[src/rtl/ct_vfpu_pipe6_pkg.sv]
// Shared widths, pipe-select bit positions and writeback payload types for the
// VFALU pipe6 datapath writeback.
package ct_vfpu_pipe6_pkg;

  localparam int unsigned DATA_W = 64;
  localparam int unsigned PREG_W = 7;
  localparam int unsigned VREG_W = 7;
  localparam int unsigned EREG_W = 5;

  localparam int unsigned SEL_W    = 3;
  localparam int unsigned SEL_FSPU = 0;
  localparam int unsigned SEL_FADD = 1;
  localparam int unsigned SEL_RSV  = 2;

  typedef struct packed {
    logic [PREG_W-1:0] preg;
    logic [DATA_W-1:0] data;
  } gpr_wb_t;

  typedef struct packed {
    logic [DATA_W-1:0] data;
    logic [EREG_W-1:0] fflags;
  } vreg_wb_t;

endpackage

[src/rtl/ct_vfpu_dp_pipe6_stage.sv]
// One valid+tag pipeline slice; the valid clears on flush and the tag only
// loads alongside a valid, otherwise it holds.
module ct_vfpu_dp_pipe6_stage #(
  parameter int unsigned TAG_W = 7
) (
  input  logic             clk,
  input  logic             rst_n,
  input  logic             flush_i,
  input  logic             vld_i,
  input  logic [TAG_W-1:0] tag_i,
  output logic             vld_o,
  output logic [TAG_W-1:0] tag_o
);

  logic             vld_d, vld_q;
  logic [TAG_W-1:0] tag_d, tag_q;

  always_comb begin
    vld_d = vld_i & ~flush_i;
    tag_d = tag_q;
    if (vld_d) begin
      tag_d = tag_i;
    end
  end

  always_ff @(posedge clk or negedge rst_n) begin
    if (!rst_n) begin
      vld_q <= 1'b0;
      tag_q <= '0;
    end else begin
      vld_q <= vld_d;
      tag_q <= tag_d;
    end
  end

  assign vld_o = vld_q;
  assign tag_o = tag_q;

endmodule

[src/rtl/ct_vfpu_dp_pipe6_wb.sv]
// Pipe6 datapath consumer: issues the ex1 pipe select, tracks FP destination
// tags to ex4 writeback and returns mfvr data as an ex2 GPR writeback.
module ct_vfpu_dp_pipe6_wb
  import ct_vfpu_pipe6_pkg::*;
(
  input  logic              forever_cpuclk,
  input  logic              cpurst_b,
  input  logic              rtu_yy_xx_flush,
  input  logic              idu_vfpu_ex1_inst_vld,
  input  logic [SEL_W-1:0]  idu_vfpu_ex1_func_sel,
  input  logic              idu_vfpu_ex1_mfvr,
  input  logic [PREG_W-1:0] idu_vfpu_ex1_dst_preg,
  input  logic [VREG_W-1:0] idu_vfpu_ex1_dst_vreg,
  input  logic [DATA_W-1:0] pipex_dp_ex1_vfalu_mfvr_data,
  input  logic [DATA_W-1:0] pipex_dp_ex3_vfalu_freg_data,
  input  logic [EREG_W-1:0] pipex_dp_ex3_vfalu_ereg_data,
  input  logic              vfalu_dp_ex3_result_vld,
  output logic [SEL_W-1:0]  dp_vfalu_ex1_pipex_sel,
  output logic              vfpu_rtu_ex2_gpr_wb_vld,
  output logic [PREG_W-1:0] vfpu_rtu_ex2_gpr_wb_preg,
  output logic [DATA_W-1:0] vfpu_rtu_ex2_gpr_wb_data,
  output logic              vfpu_rtu_ex4_vreg_wb_vld,
  output logic [VREG_W-1:0] vfpu_rtu_ex4_vreg_wb_vreg,
  output logic [DATA_W-1:0] vfpu_rtu_ex4_vreg_wb_data,
  output logic [EREG_W-1:0] vfpu_rtu_ex4_fflags,
  output logic              vfpu_dp_pipe6_err
);

  logic              acc_c, fp_iss_c, ex4_load_c, unused_rsv_c;
  logic              ex2_vld, ex3_vld;
  logic [VREG_W-1:0] ex2_vreg, ex3_vreg;
  logic              gpr_vld_d, gpr_vld_q;
  gpr_wb_t           gpr_d, gpr_q;
  vreg_wb_t          vwb_d, vwb_q;
  logic              err_d, err_q;

  // Pipe select is combinational so the VFALU sees it in the issue cycle.
  always_comb begin
    acc_c                            = idu_vfpu_ex1_inst_vld & ~rtu_yy_xx_flush;
    fp_iss_c                         = acc_c & ~idu_vfpu_ex1_mfvr;
    dp_vfalu_ex1_pipex_sel           = '0;
    dp_vfalu_ex1_pipex_sel[SEL_FADD] = idu_vfpu_ex1_func_sel[SEL_FADD] & acc_c;
    dp_vfalu_ex1_pipex_sel[SEL_FSPU] = idu_vfpu_ex1_func_sel[SEL_FSPU] & acc_c;
    unused_rsv_c                     = idu_vfpu_ex1_func_sel[SEL_RSV];
  end

  ct_vfpu_dp_pipe6_stage #(.TAG_W(VREG_W)) u_ex2 (
    .clk(forever_cpuclk), .rst_n(cpurst_b), .flush_i(rtu_yy_xx_flush),
    .vld_i(fp_iss_c), .tag_i(idu_vfpu_ex1_dst_vreg),
    .vld_o(ex2_vld), .tag_o(ex2_vreg)
  );

  ct_vfpu_dp_pipe6_stage #(.TAG_W(VREG_W)) u_ex3 (
    .clk(forever_cpuclk), .rst_n(cpurst_b), .flush_i(rtu_yy_xx_flush),
    .vld_i(ex2_vld), .tag_i(ex2_vreg),
    .vld_o(ex3_vld), .tag_o(ex3_vreg)
  );

  // A missing ex3 result drops the writeback here rather than stalling.
  ct_vfpu_dp_pipe6_stage #(.TAG_W(VREG_W)) u_ex4 (
    .clk(forever_cpuclk), .rst_n(cpurst_b), .flush_i(rtu_yy_xx_flush),
    .vld_i(ex3_vld & vfalu_dp_ex3_result_vld), .tag_i(ex3_vreg),
    .vld_o(vfpu_rtu_ex4_vreg_wb_vld), .tag_o(vfpu_rtu_ex4_vreg_wb_vreg)
  );

  always_comb begin
    ex4_load_c = ex3_vld & vfalu_dp_ex3_result_vld & ~rtu_yy_xx_flush;
    gpr_vld_d  = acc_c & idu_vfpu_ex1_mfvr;
    gpr_d      = gpr_q;
    vwb_d      = vwb_q;
    if (gpr_vld_d) begin
      gpr_d.preg = idu_vfpu_ex1_dst_preg;
      gpr_d.data = pipex_dp_ex1_vfalu_mfvr_data;
    end
    if (ex4_load_c) begin
      vwb_d.data   = pipex_dp_ex3_vfalu_freg_data;
      vwb_d.fflags = pipex_dp_ex3_vfalu_ereg_data;
    end
    err_d = err_q
          | (ex3_vld & ~vfalu_dp_ex3_result_vld)
          | (~ex3_vld & vfalu_dp_ex3_result_vld & ~rtu_yy_xx_flush);
  end

  always_ff @(posedge forever_cpuclk or negedge cpurst_b) begin
    if (!cpurst_b) begin
      gpr_vld_q <= 1'b0;
      gpr_q     <= '0;
      vwb_q     <= '0;
      err_q     <= 1'b0;
    end else begin
      gpr_vld_q <= gpr_vld_d;
      gpr_q     <= gpr_d;
      vwb_q     <= vwb_d;
      err_q     <= err_d;
    end
  end

  assign vfpu_rtu_ex2_gpr_wb_vld   = gpr_vld_q;
  assign vfpu_rtu_ex2_gpr_wb_preg  = gpr_q.preg;
  assign vfpu_rtu_ex2_gpr_wb_data  = gpr_q.data;
  assign vfpu_rtu_ex4_vreg_wb_data = vwb_q.data;
  assign vfpu_rtu_ex4_fflags       = vwb_q.fflags;
  assign vfpu_dp_pipe6_err         = err_q;

endmodule

[config.mk]
export PLATFORM = sky130hd
export DESIGN_NAME = ct_vfpu_dp_pipe6_wb
export DESIGN_NICKNAME = d
export VERILOG_FILES = /design/src/rtl/ct_vfpu_pipe6_pkg.sv /design/src/rtl/ct_vfpu_dp_pipe6_stage.sv /design/src/rtl/ct_vfpu_dp_pipe6_wb.sv
export SDC_FILE = /design/constraint.sdc
export NUM_CORES = 1
export LEC_CHECK = 0
export BUFFER_PORTS_ARGS = -buffer_cell sky130_fd_sc_hd__buf_2
export CAP_MARGIN = 20
export CORE_ASPECT_RATIO = 0.6
export CORE_MARGIN = 4
export CORE_UTILIZATION = 40
export DETAILED_ROUTE_END_ITERATION = 7
export PLACE_DENSITY = 0.8
export RECOVER_POWER = 25
export SLEW_MARGIN = 20
export SYNTH_ARGS = -nofsm -noshare
export SYNTH_HDL_FRONTEND = slang
export SYNTH_SLANG_ARGS = --single-unit
[constraint.sdc]
create_clock -name forever_cpuclk -period 1.5 [get_ports forever_cpuclk]
set_input_delay 0 -clock forever_cpuclk [delete_from_list [all_inputs] [get_ports forever_cpuclk]]
set_output_delay 0 -clock forever_cpuclk [all_outputs]
set_load 0.02 [all_outputs]
==> results of run 1 <==
## worst max-delay path, delay by kind of cell
family	cells	cell delay, ns
buffers and inverters	3	1.01
multiplexers	1	0.39
AND/OR/NAND/NOR	1	0.17
## layer usage
metal	vias up	global-route usage [%]	part of all wire, %
met4	0	7.98	2.4
met1	2413	24.4	39
met3	37	5.44	7.1
met5	-	0	0
met2	213	36.4	52
li1	2192	-	-
## per-stage QoR
step                      hold slack (ns)  power, mW  util (%)  cell area [um2]
after floorplan                    -0.296       7.59         -             6230
after global placement             -0.104       8.81      52.2             8000
after detailed placement          -0.0953       8.94      52.2             8000
after CTS                          0.0294       13.5      65.7            10100
after global routing                0.141       14.0      65.6            10100
final                              0.0939       13.4      65.6            10100
## timing repair
action / in CTS / in global routing
hold buffers: 151 / 0
hold endpoints to repair: 315 / 0
buffers inserted: 0 / 0
## layout by cell type, fill, tap and decap left out, types with 2 or more instances in the layout
cell type / Yosys / routed
clkbuf_16: 0 / 17
clkinv_4: 0 / 4
and2_1: 2 / 2
inv_1: 4 / 4
clkbuf_2: 0 / 2
buf_2: 5 / 303
inv_8: 0 / 3
mux2_2: 161 / 161
inv_6: 0 / 4
dlygate4sd3_1: 0 / 151
clkbuf_8: 0 / 2
clkbuf_1: 0 / 4
buf_12: 0 / 4
diode_2: 0 / 2
buf_4: 2 / 3
dfrtp_1: 166 / 166
## registers in the layout (all words and copies together) (netlist names)
| name | flops |
|---|---|
| u_ex2.tag_o | 7 |
| u_ex4.tag_o | 7 |
| vfpu_rtu_ex2_gpr_wb_preg | 7 |
| vfpu_rtu_ex4_vreg_wb_data | 64 |
| u_ex3.vld_o | 1 |
| vfpu_rtu_ex4_fflags | 5 |
| u_ex4.vld_o | 1 |
| u_ex3.tag_o | 7 |
| u_ex2.vld_o | 1 |
| vfpu_rtu_ex2_gpr_wb_vld | 1 |
| vfpu_dp_pipe6_err | 1 |
| vfpu_rtu_ex2_gpr_wb_data | 64 |
## cell type report
cell class	instances	area, um2
multi-input cells	171	1900
clock inverters	12	111
flip-flops and latches	166	4150
inverters	4	15.0
diodes	2	5.00
repair buffers	467	3160
well taps	203	254
clock buffers	20	457
fillers	1055	5270
## power breakdown
part	leakage, nW	internal (mW)	switching, mW
sequential	2.05	5.34	0.456
clock	0.278	2.28	1.91
combinational	2.81	1.58	1.85
total	5.13	9.20	4.22
## worst max-delay path by stage
stage / depth (start not counted) / from / end / slack [ns]
4_1_cts: 5 / idu_vfpu_ex1_mfvr / vfpu_rtu_ex2_gpr_wb_data[50] / 0.19
5_1_grt: 3 / cpurst_b / u_ex4.tag_o[3] / 0.11
2_1_floorplan: 4 / u_ex3.vld_o / vfpu_rtu_ex4_vreg_wb_data[34] / 0.28
3_5_place_dp: 3 / u_ex3.vld_o / vfpu_rtu_ex4_vreg_wb_data[32] / 0.24
3_3_place_gp: 3 / u_ex3.vld_o / vfpu_rtu_ex4_vreg_wb_data[25] / 0.28
6_report: 5 / idu_vfpu_ex1_mfvr / vfpu_rtu_ex2_gpr_wb_data[50] / 0.15
## logic make-up after synthesis
group | share of synthesized area [%]
and+or+nand+nor | 1.18
AOI/OAI and AO/OA | 0.141
DFF | 66.7
other | 0.0602
muxes | 29.1
buffers and inverters | 2.87
==> results.sh, run 1 <==
export IMPL_status="finished, final reports clean"
export IMPL_p_per_area_nw_per_um2=1330
export IMPL_dp_cells=860
export IMPL_vias_per_cell=4.65
export IMPL_synth_common_cells="dfrtp_1 (166), mux2_2 (161), buf_6 (11)"
export IMPL_yosys_warnings=0
export IMPL_finalCriticalPeriod_ns=1.35
export IMPL_required_ns=1.78
export IMPL_critPathMaxStageDelay_ns=0.54
export IMPL_synth_flop_cell="dfrtp_1"
export IMPL_grt_max_degree=68
export IMPL_path_clk_slew_ns=0.06
export IMPL_row_count=35
export IMPL_hold_path_class="in2reg"
export IMPL_peakVddDrop_mv=0.713
export IMPL_drt_initial_drc_count=208
export IMPL_ant_nets=0
export IMPL_finalSetupViolCount=0
export IMPL_dieArea_um2=17700
export IMPL_clockBufferDepth=2
export IMPL_grt_overflow=0
export IMPL_layout_drive_gt1_share_pct=60.4
export IMPL_synth_area_um2=6230
export IMPL_ys_seq_area_share_pct=66.7
export IMPL_firstDrtPassIters=4
export IMPL_relSlewSlack_pct=47.0
export IMPL_ioPinCount=309
export IMPL_cp_slowest_cell="dlygate4sd3_1"
export IMPL_r2r_end="vfpu_rtu_ex4_vreg_wb_data[16]"
export IMPL_cp_arrival_ns=1.64
export IMPL_post_synth_cell_area_avg_um2=17.4
export IMPL_critical_path_class="in2reg"
export IMPL_synth_top_area_cell="dfrtp_1"
export IMPL_worstSkewPairLatency_ns=0.41
export IMPL_ys_async_sr_fraction_pct=100
export IMPL_route_detailed_drc=0
export IMPL_synth_edf_count=0
export IMPL_antenna_found_initial=0
export IMPL_cts_max_level=4
export IMPL_maxCapViolCount=0
export IMPL_hold_violations=0
export IMPL_post_drt_wl_per_cell_um=17.6
export IMPL_grt_pass1_vias=5607
export IMPL_grt_usage_pct=20.8
export IMPL_cp_max_fo=67
export IMPL_end_kind="register"
export IMPL_ys_top_cells_by_area="dfrtp_1 (67%), mux2_2 (29%), buf_6 (2.0%)"
export IMPL_finalWeightedCongestion=0.812
export IMPL_start_kind="primary input"
export IMPL_drt_wl_total_mm=18.4
export IMPL_dieHeight_um=105
export IMPL_root_buffer="clkbuf_16"
export IMPL_reg2reg_slack_ns=0.21
export IMPL_cts_tree="yes"
export IMPL_synth_top_area_share_pct=66.7
export IMPL_die_w_um=169
export IMPL_ctsResizeCount=0
export IMPL_nets=983
export IMPL_syn_nets=515
export IMPL_netlist_instances=359
export IMPL_ys_ff_latch=166
export IMPL_hold_end="vfpu_dp_pipe6_err"
export IMPL_clock_sinks=166
export IMPL_synth_distinct_cells=15
export IMPL_io_buffers=306
export IMPL_period_share_pct=90.2
export IMPL_min_path_cells=3
export IMPL_rsz0062_at_grt="no"
export IMPL_clock_fmax_mhz=739
export IMPL_yosysMostFrequentCell="dfrtp_1"
export IMPL_reg2reg_depth=3
export IMPL_worst_slack_ns=0.146
export IMPL_min_from="rtu_yy_xx_flush"
export IMPL_finalMaxSlewViolations=0
export IMPL_pre_cts_slack_ns=0.236
export IMPL_dp_hpwl_mm=11.1
export IMPL_final_setup_tns_ns=0
export IMPL_cts_made_buffers=17
export IMPL_layout_cells_non_filler=1045
export IMPL_grt_pass1_wl_mm=29.3
export IMPL_vias=4855
export IMPL_start_util_pct=40.7
export IMPL_path_cells="dlygate4sd3_1 > buf_2 > nand3b_1 > buf_12 > mux2_2"
export IMPL_tightest_slew_ns=0.795
export IMPL_timing_rr_start="u_ex3.vld_o"
export IMPL_core_um2=15300
export IMPL_area_growth_pct=61.4
export IMPL_fin_skew_ns=0.00854
export IMPL_leakage_nw=5.13
Note: power is estimated with default switching activity, not from simulation.
==> run 2, diff against run 1 <==
--- a/config.mk
+++ b/config.mk
@@ -11,7 +11,7 @@
 export CORE_MARGIN = 4
 export CORE_UTILIZATION = 40
 export DETAILED_ROUTE_END_ITERATION = 7
-export PLACE_DENSITY = 0.8
+export PLACE_DENSITY = 0.83
 export RECOVER_POWER = 25
 export SLEW_MARGIN = 20
 export SYNTH_ARGS = -nofsm -noshare
==> constraint.sdc (replaced) <==
create_clock -name forever_cpuclk -period 1.1 [get_ports forever_cpuclk]
set_input_delay 0 -clock forever_cpuclk [delete_from_list [all_inputs] [get_ports forever_cpuclk]]
set_output_delay 0 -clock forever_cpuclk [all_outputs]
set_load 0.02 [all_outputs]
==> run 2 against run 1 <==
  * Flip-flop and latch count is the same
  * The flow now finishes with violations (negative setup slack)
  * Via count grew 2.0%
  * Clock skew grew 0.0023 ns
  * Global-route usage grew 0.55 points
==> results.sh, run 2 (synthesized netlist as in run 1, its figures left out) <==
export IMPL_grt_pass1_vias=5613
export IMPL_drt_wl_total_mm=19.5
export IMPL_critPathMaxStageDelay_ns=0.40
export IMPL_dieHeight_um=105
export IMPL_postPlaceCellArea_um2=8190
export IMPL_ioPinCount=309
export IMPL_clockBufferDepth=2
export IMPL_post_drt_wl_per_cell_um=18.3
export IMPL_period_share_pct=116
export IMPL_cts_made_buffers=17
export IMPL_relSlewSlack_pct=37.9
export IMPL_cp_arrival_ns=1.58
export IMPL_hold_ws_ns=0.0442
export IMPL_finalSetupViolCount=76
export IMPL_core_um2=15300
export IMPL_dp_cells=870
export IMPL_vias=4953
export IMPL_grt_max_degree=53
export IMPL_layout_drive_gt1_share_pct=61.6
export IMPL_worst_slack_ns=-0.177
export IMPL_layout_commonest_cell="buf_2"
export IMPL_hold_path_class="in2reg"
export IMPL_grt_usage_pct=21.3
export IMPL_route_detailed_drc=0
export IMPL_start_kind="register"
export IMPL_p_per_area_nw_per_um2=1760
export IMPL_path_cells="nand3b_4 > buf_12 > clkbuf_16 > mux2_4"
export IMPL_grt_overflow=0
export IMPL_antenna_found_initial=1
export IMPL_reg2reg_slack_ns=-0.18
export IMPL_finalWeightedCongestion=0.770
export IMPL_io_buffers=306
export IMPL_cp_max_fo=7
export IMPL_dieArea_um2=17700
export IMPL_maxCapViolCount=0
export IMPL_required_ns=1.40
export IMPL_cts_max_level=4
export IMPL_hold_violations=0
export IMPL_tightest_slew_ns=0.931
export IMPL_layout_cells_non_filler=1063
export IMPL_die_w_um=169
export IMPL_drt_initial_drc_count=284
export IMPL_firstDrtPassIters=4
export IMPL_path_clk_slew_ns=0.07
export IMPL_peakVddDrop_mv=0.984
export IMPL_root_buffer="clkbuf_16"
export IMPL_clock_fmax_mhz=783
export IMPL_end_kind="register"
export IMPL_dp_hpwl_mm=11.3
export IMPL_layout_common_cells="buf_2 (306), dfrtp_1 (166), dlygate4sd3_1 (150)"
export IMPL_status="complete, but fails checks"
export IMPL_grt_pass1_wl_mm=30.1
export IMPL_finalMaxSlewViolations=0
export IMPL_area_growth_pct=71.1
export IMPL_violations="negative setup slack"
export IMPL_power_total_mw=18.7
export IMPL_worstSkewPairLatency_ns=0.41
export IMPL_cp_slowest_cell="dfrtp_1"
export IMPL_finalCriticalPeriod_ns=1.28
export IMPL_leakage_nw=5.65
export IMPL_row_count=35
export IMPL_pre_cts_slack_ns=-0.191
export IMPL_design_area_um2=10700
export IMPL_vias_per_cell=4.66
export IMPL_fin_skew_ns=0.0108
export IMPL_nets=1002
export IMPL_rsz0062_at_grt="yes"
export IMPL_ant_nets=0
export IMPL_start_util_pct=40.7
export IMPL_critical_path_class="reg2reg"
export IMPL_cts_tree="yes"
export IMPL_clock_sinks=166
[run 2: per-layer routing]
layer	track usage [%]	up-vias	routed length (um)
met5	0	-	0
met4	6.78	0	350
met3	5.67	31	1330
met2	38.4	198	10000
met1	24.8	2486	7780
li1	-	2238	-
[run 2: final timing paths]
check                                        start                             to  depth (start not counted)
max in group asynchronous                 cpurst_b                 u_ex3.tag_o[5]                          3
setup / recovery                       u_ex3.vld_o  vfpu_rtu_ex4_vreg_wb_data[47]                          4
setup reg to reg                       u_ex3.vld_o  vfpu_rtu_ex4_vreg_wb_data[47]                          4
hold / removal             vfalu_dp_ex3_result_vld              vfpu_dp_pipe6_err                          3
hold reg to reg                  vfpu_dp_pipe6_err              vfpu_dp_pipe6_err                          1
min in group asynchronous                 cpurst_b   vfpu_rtu_ex2_gpr_wb_data[52]                          2
[run 2: area by class of cell]
type,instances,area [um2]
diodes,1,2.50
clock buffers,20,447
clock inverters,12,113
fillers,988,4670
inverters,4,15.0
multi-input cells,171,2180
flip-flops and latches,166,4150
well taps,203,254
repair buffers,486,3500
[run 2: worst max-delay path: cells and delay by family (launching register included)]
kind                   cells  cell delay (ns)
multiplexers               1             0.30
AND/OR/NAND/NOR            1             0.12
flip-flops                 1             0.40
buffers and inverters      2             0.34
[run 2: timing repair]
item,in CTS,in global routing
setup endpoints to repair,76,80
endpoints found under the hold margin,315,0
pin swaps,1,0
cloned,4,2
resized for setup,47,14
hold buffers,150,0
buffers inserted,4,2
[run 2: per-stage QoR]
stage          utilization, %  TNS (ns)
6_report                 69.6    -10.72
5_1_grt                  69.6    -19.69
4_1_cts                  69.0    -10.75
3_5_place_dp             53.5    -14.57
3_3_place_gp             53.5    -14.12
2_1_floorplan               -     -5.84
[run 2: where the power goes]
part / leakage, nW / internal, mW / switching, mW
clock network: 0.276 / 3.05 / 2.62
logic: 3.33 / 2.50 / 2.59
registers: 2.05 / 7.28 / 0.679
